===== config.mk =====
export PLATFORM = sky130hd
export DESIGN_NAME = cic_comp_fir
export DESIGN_NICKNAME = d
export VERILOG_FILES = /design/src/rtl/cic_comp_pkg.sv /design/src/rtl/cic_comp_fir_mac.sv /design/src/rtl/cic_comp_fir.sv
export SDC_FILE = /design/constraint.sdc
export NUM_CORES = 1
export LEC_CHECK = 0
export ABC_AREA = 1
export CORE_MARGIN = 3
export CORE_UTILIZATION = 45
export CTS_BUF_LIST = sky130_fd_sc_hd__clkbuf_8 sky130_fd_sc_hd__clkbuf_16
export DETAILED_ROUTE_END_ITERATION = 7
export GPL_TIMING_DRIVEN = 0
export HOLD_SLACK_MARGIN = 0.03
export PLACE_DENSITY = 0.75
export RECOVER_POWER = 100
export SLEW_MARGIN = 15
export SYNTH_ARGS = -nofsm -noshare
export SYNTH_HDL_FRONTEND = slang
export SYNTH_SLANG_ARGS = --single-unit
export TNS_END_PERCENT = 1

===== constraint.sdc =====
create_clock -name clk -period 1.8 [get_ports clk]
set_input_delay 0.36 -clock clk [delete_from_list [all_inputs] [get_ports clk]]
set_output_delay 0.36 -clock clk [all_outputs]
set_load 0.1 [all_outputs]

===== src/rtl/cic_comp_pkg.sv =====
// rtl/cic_comp_pkg.sv - shared helpers and types for the CIC compensation FIR
package cic_comp_pkg;

  // Working width for round/saturate; comfortably wider than any legal ACC_DW+1
  localparam int RS_W = 128;

  typedef enum logic [1:0] {
    ST_IDLE = 2'd0,
    ST_MAC  = 2'd1,
    ST_OUT  = 2'd2
  } state_e;

  function automatic int clog2(input int v);
    int r;
    r = 0;
    while ((1 << r) < v) r++;
    return r;
  endfunction

  function automatic int acc_width(input int inp_dw, input int coef_dw, input int taps);
    return inp_dw + coef_dw + clog2(taps);
  endfunction

  // Round half-up by adding 2^(shift-1), arithmetic shift, then clamp to out_dw signed range.
  // Done at RS_W bits so the rounding add can never wrap.
  function automatic logic signed [RS_W-1:0] round_sat(input logic signed [RS_W-1:0] acc,
                                                       input int shift, input int out_dw);
    logic signed [RS_W-1:0] one, v, hi, lo;
    one = {{(RS_W-1){1'b0}}, 1'b1};
    v   = acc;
    if (shift > 0) v = v + (one <<< (shift - 1));
    v  = v >>> shift;
    hi = (one <<< (out_dw - 1)) - one;
    lo = -(one <<< (out_dw - 1));
    if (v > hi) return hi;
    else if (v < lo) return lo;
    else return v;
  endfunction

endpackage


===== src/rtl/cic_comp_fir_mac.sv =====
// rtl/cic_comp_fir_mac.sv - signed multiply-accumulate with clear and enable
module cic_comp_fir_mac #(
  parameter int A_DW   = 32,
  parameter int B_DW   = 18,
  parameter int ACC_DW = 54
) (
  input  logic                     clk,
  input  logic                     reset,
  input  logic                     clear,
  input  logic                     en,
  input  logic signed [A_DW-1:0]   a,
  input  logic signed [B_DW-1:0]   b,
  output logic signed [ACC_DW-1:0] acc
);

  logic signed [A_DW+B_DW-1:0] prod;
  logic signed [ACC_DW-1:0]    prod_ext;
  logic signed [ACC_DW-1:0]    acc_d, acc_q;

  // Full-precision product; clear restarts the sum with the current product
  always_comb begin
    prod     = $signed({{B_DW{a[A_DW-1]}}, a}) * $signed({{A_DW{b[B_DW-1]}}, b});
    prod_ext = {{(ACC_DW-A_DW-B_DW){prod[A_DW+B_DW-1]}}, prod};
    acc_d    = acc_q;
    if (en) acc_d = (clear ? '0 : acc_q) + prod_ext;
    else if (clear) acc_d = '0;
  end

  // Accumulator register
  always_ff @(posedge clk) begin
    if (reset) acc_q <= '0;
    else       acc_q <= acc_d;
  end

  assign acc = acc_q;

endmodule


===== src/rtl/cic_comp_fir.sv =====
// rtl/cic_comp_fir.sv - sequential-MAC compensation FIR behind a CIC decimator
module cic_comp_fir
  import cic_comp_pkg::*;
#(
  parameter int                          INP_DW    = 32,
  parameter int                          OUT_DW    = 32,
  parameter int                          COEF_DW   = 18,
  parameter int                          NUM_TAPS  = 16,
  parameter logic [COEF_DW*NUM_TAPS-1:0] COEFS     = '0,
  parameter int                          DECIM     = 2,
  parameter int                          OUT_SHIFT = 17
) (
  input  logic              clk,
  input  logic              reset,
  input  logic [INP_DW-1:0] s_axis_in_tdata,
  input  logic              s_axis_in_tvalid,
  output logic [OUT_DW-1:0] m_axis_out_tdata,
  output logic              m_axis_out_tvalid,
  output logic              overrun
);

  localparam int ACC_DW = acc_width(INP_DW, COEF_DW, NUM_TAPS);
  localparam int TAP_W  = clog2(NUM_TAPS);

  state_e             state_q, state_d;
  logic [TAP_W-1:0]   tap_q, tap_d;
  logic               phase_q, phase_d;
  logic [INP_DW-1:0]  x_q [NUM_TAPS];
  logic [INP_DW-1:0]  x_d [NUM_TAPS];
  logic [OUT_DW-1:0]  out_q, out_d;
  logic               vld_q, vld_d;
  logic               ovr_q, ovr_d;
  logic               mac_clear, mac_en;
  logic [COEF_DW-1:0] coef;
  logic signed [ACC_DW-1:0] acc;
  logic signed [RS_W-1:0]   acc_ext;

  // Tap selection feeding the MAC and sign extension of the accumulator for rounding
  always_comb begin
    coef    = COEFS[COEF_DW*int'(tap_q) +: COEF_DW];
    acc_ext = {{(RS_W-ACC_DW){acc[ACC_DW-1]}}, acc};
  end

  cic_comp_fir_mac #(
    .A_DW  (INP_DW),
    .B_DW  (COEF_DW),
    .ACC_DW(ACC_DW)
  ) u_mac (
    .clk  (clk),
    .reset(reset),
    .clear(mac_clear),
    .en   (mac_en),
    .a    ($signed(x_q[tap_q])),
    .b    ($signed(coef)),
    .acc  (acc)
  );

  // FSM next-state: accept samples in IDLE, one tap per MAC cycle, round/saturate in OUT
  always_comb begin
    state_d   = state_q;
    tap_d     = tap_q;
    phase_d   = phase_q;
    x_d       = x_q;
    out_d     = out_q;
    vld_d     = 1'b0;
    ovr_d     = ovr_q;
    mac_clear = 1'b0;
    mac_en    = 1'b0;
    case (state_q)
      ST_IDLE: begin
        if (s_axis_in_tvalid) begin
          x_d[0] = s_axis_in_tdata;
          for (int k = 1; k < NUM_TAPS; k++) x_d[k] = x_q[k-1];
          if (DECIM == 1 || phase_q) begin
            phase_d = 1'b0;
            tap_d   = '0;
            state_d = ST_MAC;
          end else begin
            phase_d = 1'b1;
          end
        end
      end
      ST_MAC: begin
        mac_en    = 1'b1;
        mac_clear = (tap_q == '0);
        if (tap_q == TAP_W'(NUM_TAPS - 1)) state_d = ST_OUT;
        else tap_d = tap_q + 1'b1;
        if (s_axis_in_tvalid) ovr_d = 1'b1;
      end
      ST_OUT: begin
        out_d   = OUT_DW'(round_sat(acc_ext, OUT_SHIFT, OUT_DW));
        vld_d   = 1'b1;
        state_d = ST_IDLE;
        if (s_axis_in_tvalid) ovr_d = 1'b1;
      end
      default: state_d = ST_IDLE;
    endcase
  end

  // State, delay line and output registers
  always_ff @(posedge clk) begin
    if (reset) begin
      state_q <= ST_IDLE;
      tap_q   <= '0;
      phase_q <= 1'b0;
      for (int k = 0; k < NUM_TAPS; k++) x_q[k] <= '0;
      out_q   <= '0;
      vld_q   <= 1'b0;
      ovr_q   <= 1'b0;
    end else begin
      state_q <= state_d;
      tap_q   <= tap_d;
      phase_q <= phase_d;
      x_q     <= x_d;
      out_q   <= out_d;
      vld_q   <= vld_d;
      ovr_q   <= ovr_d;
    end
  end

  assign m_axis_out_tdata  = out_q;
  assign m_axis_out_tvalid = vld_q;
  assign overrun           = ovr_q;

endmodule


==> Yosys cells after proc, flatten, opt, wreduce, memory -nomap -nowiden <==
Cells that the tools add are included.
{ "word_totals": {"rom_bits": 0, "out_inout_bits": 34, "mem_count": 0, "elab_cells": 68, "ram_bits": 0, "in_bits": 35, "register_bits": 607, "latch_bits": 0} }
{ "op_classes": {"magnitude_cmp": 3, "n_bitwise": 1, "reduce_logical": 8, "div": 0, "mux": 20, "n_shift": 1, "n_mul": 2, "add_sub_neg": 3, "n_eq_ne": 7} }
{ "ops": {"columns": ["cell", "count"], "rows": [
  ["288-bit by 10-bit variable part select with 18-bit output, first input constant", 1],
  ["32-bit binary-select mux with 4-bit select", 1],
  ["128-bit 2-to-1 mux", 1],
  ["32-bit 2-to-1 mux", 4],
  ["111-bit by 32-bit greater-than comparator with 1-bit output, second input constant", 1],
  ["111-bit by 32-bit < comparator with 1-bit output, second input constant", 1],
  ["54-bit 2-to-1 mux", 2],
  ["54-bit by 18-bit adder with 55-bit output, second input constant", 1],
  ["54-bit adder", 1],
  ["32-bit by 18-bit multiplier with 50-bit output", 1],
  ["4-bit 2-to-1 mux", 3],
  ["4-bit by 4-bit multiplier with 8-bit output, first input constant", 1],
  ["2-bit inequality test, second input constant", 4],
  ["4-bit case mux with 2 select lines", 1],
  ["2-bit 2-to-1 mux", 3],
  ["5-bit >= comparator, second input constant", 1],
  ["4-bit inverter with 5-bit output", 1],
  ["4-bit by 1-bit adder with 4-bit output, second input constant", 1],
  ["4-bit equality test, second input constant", 1],
  ["4-bit logical NOT", 1],
  ["1-bit 2-to-1 mux", 4],
  ["2-bit case mux with 2 select lines", 1],
  ["2-bit AND reduction", 2],
  ["4-bit AND reduction", 1],
  ["other kinds (6)", 6]
]} }

==> Logic depth before layout (Yosys ltp) <==
{ "depth": {"ltp_word": 7, "depth_mapped": 15, "mapped_depth_nobuf": 14} }

==> Modules after synthesis <==
From an unflattened synthesis, not the netlist that was laid out.
{ "hier_totals": {"cells_unflattened": 7244, "hier_area_um2": 50866.3} }
{ "modules_own_cells": {"columns": ["mod", "instances", "cells_per_inst", "area_each_um2", "seq_area_each_um2"], "rows": [
  ["cic_comp_fir_mac", 1, 3743, 26761.9, 1081.0],
  ["cic_comp_fir", 1, 3501, 24104.4, 11070.6]
]} }

==> Worst setup path after synthesis <==
Ideal clock, no wire load.
{ "synth_path": {"path_type": "register to register", "from": "register u_mac.acc_q[17] (netlist: u_mac.acc[17])", "to": "register out_q[10] (netlist: m_axis_out_tdata[10])", "synth_period_minus_slack_ns": 1.951, "required_ns": 1.675, "n_path_buf": 1, "path_slack_ns": -0.151, "setup_ns": 0.125, "arrival_time_ns": 1.826, "path_stages_with_launch": 14, "path_cell_list": "dfxtp_1 ha_1 nand2_2 nor2_2 nand2_4 nor2_8 nand3_1 nand2_1 nand2_1 nor2_1 nand3_1 a21oi_4 buf_6 a21oi_2"} }
{ "synth_via": {"elab_chain_cells": 5, "word_cells_on_any_way": 6, "cone_classes": "1 x add/sub; 2 x order compare; 3 x mux"} }
{ "synth_rtl": {"columns": ["item", "line_no", "rtl"], "rows": [
  ["start, declared", "cic_comp_fir_mac.sv:18", "logic signed [ACC_DW-1:0] acc_d, acc_q;"],
  ["start signal, assigned", "cic_comp_fir_mac.sv:31", "if (reset) acc_q <= '0;"],
  ["start signal, assigned", "cic_comp_fir_mac.sv:32", "else acc_q <= acc_d;"],
  ["54-bit by 18-bit adder with 55-bit output (*)", "cic_comp_pkg.sv:31", "if (shift > 0) v = v + (one <<< (shift - 1));"],
  ["128-bit 2-to-1 mux (*)", "cic_comp_fir.sv:69", "case (state_q)"],
  ["111-bit by 32-bit < comparator with 1-bit output", "cic_comp_pkg.sv:36", "else if (v < lo) return lo;"],
  ["32-bit 2-to-1 mux", "cic_comp_pkg.sv:36", null],
  ["32-bit 2-to-1 mux (*)", "cic_comp_pkg.sv:35", "if (v > hi) return hi;"],
  ["end signal, assigned", "cic_comp_fir.sv:115", "out_q <= out_d;"],
  ["end, declared", "cic_comp_fir.sv:30", "logic [OUT_DW-1:0] out_q, out_d;"]
]} }
Mark *: on every way between the ends. The rest lies on a longest branch, timed or not. The select of a mux whose other input is x is not followed.
A chain may end at the register's enable or synchronous reset.

==> Worst setup path in the final report <==
{ "layout_path": {"from": "register u_mac.acc_q[17] (netlist: u_mac.acc[17])", "to": "register out_q[29] (netlist: m_axis_out_tdata[29])"} }
Same word-level chain as after synthesis.

==> flow_metrics.env <==
export IMPL_syn_to_final_growth_pct=32.07
export IMPL_vias=3747
export IMPL_clkTransAtPathRegs_ps=80
export IMPL_start_util_pct=47.11
export IMPL_r2r_end="m_axis_out_tdata[29]$_SDFFE_PP0P_"
export IMPL_ir_drop_mv=0.6428
export IMPL_holdPathEnd="u_mac.acc[38]$_SDFF_PP0_"
export IMPL_crit_type="flop to flop"
export IMPL_final_period_utilization_pct=119.3
export IMPL_synth_distinct_cells=28
export IMPL_fmax_mhz=465.6
export IMPL_p_int_mw=3.629
export IMPL_grt_use_total_pct=22.21
export IMPL_busiest_layer="met2"
export IMPL_yosys_warnings=0
export IMPL_slew_violations=0
export IMPL_grt_first_pass_wirelength_um=17460
export IMPL_setup_viol=31
export IMPL_grt_overflow_total=0
export IMPL_cap_violations=0
export IMPL_synth_fp_nets=577
export IMPL_cts_sinks=79
export IMPL_gp_congestion=0.9531
export IMPL_rr_worst_depth=15
export IMPL_met3_usage_pct=3.576
export IMPL_clock_latency_ps=360
export IMPL_cts_tree="built"
export IMPL_drive_above_1_share_pct=31.37
export IMPL_yosys_top_cells_area="dfxtp_1 40%, nand2_1 13%, nor2_1 6.3%, a21oi_2 5.8%, xor2_1 4.9%"
export IMPL_setup_tns_ps=-9630
export IMPL_hold_class="flop to flop"
export IMPL_die_h_um=99.68
export IMPL_grt_pass1_vias=3587
export IMPL_htreeDepth=3
export IMPL_worstSetupStartpointType="flop"
export IMPL_final_min_clock_period_ps=2148
export IMPL_dp_hpwl_um=7417
export IMPL_rsz0062_at_grt="yes"
export IMPL_placed_area_sq_um=4471
export IMPL_power_density_nw_per_um2=1372
export IMPL_comb_power_share_pct=49.4
export IMPL_crit_family="simple AND/OR/NAND/NOR gates"
export IMPL_skew_ps=9.221
export IMPL_synth_simple_area_share_pct=32.73
export IMPL_synth_avg_cell_area_sq_um=7.367
export IMPL_muxShareOfSynthArea_pct=0
export IMPL_die_width_um=99.68
export IMPL_yosys_area_top_type="dfxtp_1"
export IMPL_p_sw_mw=3.526
export IMPL_rows=33
export IMPL_synth_xor_area_share_pct=4.880
export IMPL_power_frac_seq_pct=30.4
export IMPL_drt_first_iter_violations=200
export IMPL_yosysTopAreaCellShare_pct=40.05
export IMPL_clockBufferDepth=2
export IMPL_violations="setup timing"
export IMPL_synth_compound_area_share_pct=13.40
export IMPL_synth_seq_cells=79
export IMPL_worstReg2RegStart="u_mac.acc[17]$_SDFF_PP0_"
export IMPL_maxSlewHeadroom_pct=58.41
export IMPL_slowest_stage="dfxtp_4"
export IMPL_root_buffer="clkbuf_8"
export IMPL_core_sq_um=8382
export IMPL_grt_use_met2_pct=36.94
export IMPL_synthAdderAreaFrac_pct=1.901
export IMPL_worstPathCellList="ha_4, nand2_4, nor2_4, nand3_4, nor2_4, nand3_2, nand2_2, nand2_2, nor2_4, nand3_2, nand2_4, buf_12, buf_8, nand3_4, a21oi_2"
export IMPL_critPathMostFrequentCell="nor2_4"
export IMPL_setup_slack_ps=-347.9
export IMPL_io_buffer_count=36
export IMPL_final_area_sq_um=5215
export IMPL_ys_seq_area_share_pct=40.05
export IMPL_synth_top_family_by_area="simple AND/OR/NAND/NOR gates"
export IMPL_routed_wl_um=10860
export IMPL_total_power_mw=7.155
export IMPL_hold_viol=0
export IMPL_tightest_slew_ps=623.8
export IMPL_worstPathRequired_ps=2090
export IMPL_cts_buffers=9
export IMPL_syn_area_sq_um=3949
export IMPL_pin_count=69
export IMPL_antenna_found_initial=0
export IMPL_p_leak_nw=1.881
export IMPL_power_clock_fraction_pct=20.2
export IMPL_drc=0
export IMPL_viasPerCell=5.226
export IMPL_worst_path_buf_inv=2
export IMPL_hold_start="u_mac.acc[38]$_SDFF_PP0_"
export IMPL_worstHoldPathCells=2
export IMPL_gr_usage_met1_pct=28.53
export IMPL_fin_nets=648
export IMPL_grt_start_max_net_pins=14
export IMPL_post_drt_wl_per_cell_um=15.15
export IMPL_slowest_delay_ps=370
export IMPL_syn_inst=536
export IMPL_die_area_sq_um=9935
export IMPL_status="finished, violations left"
export IMPL_drt_pass1_iterations=5
export IMPL_r2r_setup_slack_ps=-350
export IMPL_path_max_fanout=5
export IMPL_ant_nets=0
export IMPL_end_kind="flop"
export IMPL_antennaDiodeCount=0
export IMPL_swShare_pct=49.28
export IMPL_cp_arrival_ps=2440
## layer usage
layer  routed length, um  share of wire, %  vias to the layer above
li1                    -                 -                     1873
met5                   0                 0                        -
met2                5131                47                      113
met4                 328               3.0                        0
met3                 547               5.0                       23
met1                4857                45                     1738
## per-stage QoR
stage / setup slack [ps] / hold slack, ps / instances / util [%]
detailed placement: -672.5 / 456.8 / 677 / 53.34
global placement: -693.4 / 457.2 / 677 / 53.34
CTS: -274.7 / 479.0 / 712 / 60.28
finish: -347.9 / 474.9 / 717 / 62.22
global route: -461.9 / 491.6 / 717 / 62.22
floorplan: -67.37 / 450.6 / 536 / -
## cells in the mapped netlist
| cell | n |
|---|---|
| xor2_1 | 22 |
| buf_1 | 1 |
| nand4_1 | 7 |
| nand2_4 | 2 |
| a21oi_4 | 1 |
| inv_1 | 43 |
| nand3_1 | 14 |
| nand3_2 | 8 |
| nor2_2 | 4 |
| or2_2 | 3 |
| a211oi_1 | 2 |
| buf_6 | 4 |
| nand2_2 | 3 |
| or2_0 | 6 |
| o21ai_0 | 36 |
| nor2_1 | 66 |
| nor4_1 | 1 |
| buf_8 | 1 |
| and3_1 | 1 |
| nand2_1 | 132 |
| a21oi_2 | 26 |
| nor3_1 | 31 |
| nor2_4 | 4 |
| ha_1 | 6 |
| nor2_8 | 1 |
| clkbuf_1 | 14 |
| a21oi_1 | 18 |
| dfxtp_1 | 79 |
## cells in the final DEF (no fill, tap or decap), types with 3 or more instances in the layout
master / count
clkdlybuf4s15_2: 34
or2_0: 6
ha_1: 5
clkbuf_1: 12
nand4_1: 7
buf_6: 5
buf_12: 4
nand2_1: 118
nand3_2: 7
nor2_1: 49
buf_4: 16
xor2_1: 22
clkbuf_8: 9
inv_1: 43
nand2_4: 3
nand3_1: 11
nor2_4: 10
dfxtp_2: 16
nand3_4: 4
dfxtp_1: 61
or2_2: 3
nor3_1: 30
nand2_2: 16
nor2_2: 15
o21ai_0: 36
a21oi_2: 28
a21oi_1: 15
## power groups by stage
stage	registers (mW)	logic (mW)	clock network (mW)
floorplan	4.13	0.768	0
detailed placement	2.22	3.43	0
global route	2.22	3.68	1.54
CTS	2.18	3.46	1.46
finish	2.17	3.53	1.45
global placement	2.21	3.40	0
## state kept, by name, summed over array words and instances (netlist names)
signal,cells
m_axis_out_tdata,32
phase_q,1
overrun,1
tap_q,4
state_q,2
u_mac.acc,38
m_axis_out_tvalid,1
## logic make-up (layout without fill, tap and decap cells)
kind of cell / Yosys count / count (layout)
AND/OR/NAND/NOR: 283 / 283
AO/OA/AOI/OAI: 83 / 83
flip-flops: 79 / 79
adder cells (fa/ha/maj): 6 / 6
XOR/XNOR: 22 / 22
buffers and inverters: 63 / 139
## repair_timing
item,in CTS,in global routing
resized for setup,144,44
endpoints found under the setup margin,89,56
hold buffers,0,0
buffers inserted,17,4
gates cloned,2,1
pin swaps,23,22
## cell type report
cell class,instances,area (sq um)
well taps,105,131.4
fillers,756,3167
inverters,43,161.4
clock inverters,7,90.09
plain buffers,20,143.9
repair buffers,60,665.6
flip-flops and latches,79,1609
clock buffers,9,123.9
multi-input cells,394,2290
## worst max path at each step
| stage | slack, ps | depth (start not counted) | end | start |
|---|---|---|---|---|
| after floorplan | -70 | 13 | m_axis_out_tdata[10]$_SDFFE_PP0P_ | u_mac.acc[17]$_SDFF_PP0_ |
| after CTS | -270 | 14 | m_axis_out_tdata[21]$_SDFFE_PP0P_ | u_mac.acc[16]$_SDFF_PP0_ |
| after detailed placement | -670 | 12 | m_axis_out_tdata[2]$_SDFFE_PP0P_ | u_mac.acc[32]$_SDFF_PP0_ |
| after global routing | -460 | 14 | m_axis_out_tdata[29]$_SDFFE_PP0P_ | u_mac.acc[36]$_SDFF_PP0_ |
| final | -350 | 15 | m_axis_out_tdata[29]$_SDFFE_PP0P_ | u_mac.acc[17]$_SDFF_PP0_ |
| after global placement | -690 | 12 | m_axis_out_tdata[2]$_SDFFE_PP0P_ | u_mac.acc[32]$_SDFF_PP0_ |
## worst reg2reg max path, delay by kind of cell, from the launching register on
family | cells | cell delay, ps
adders and majority gates | 1 | 140
and+or+nand+nor | 11 | 1180
buffers and inverters | 2 | 260
DFF | 1 | 370
AOI/OAI and AO/OA | 1 | 120
Note: power is estimated with default switching activity, not from simulation.
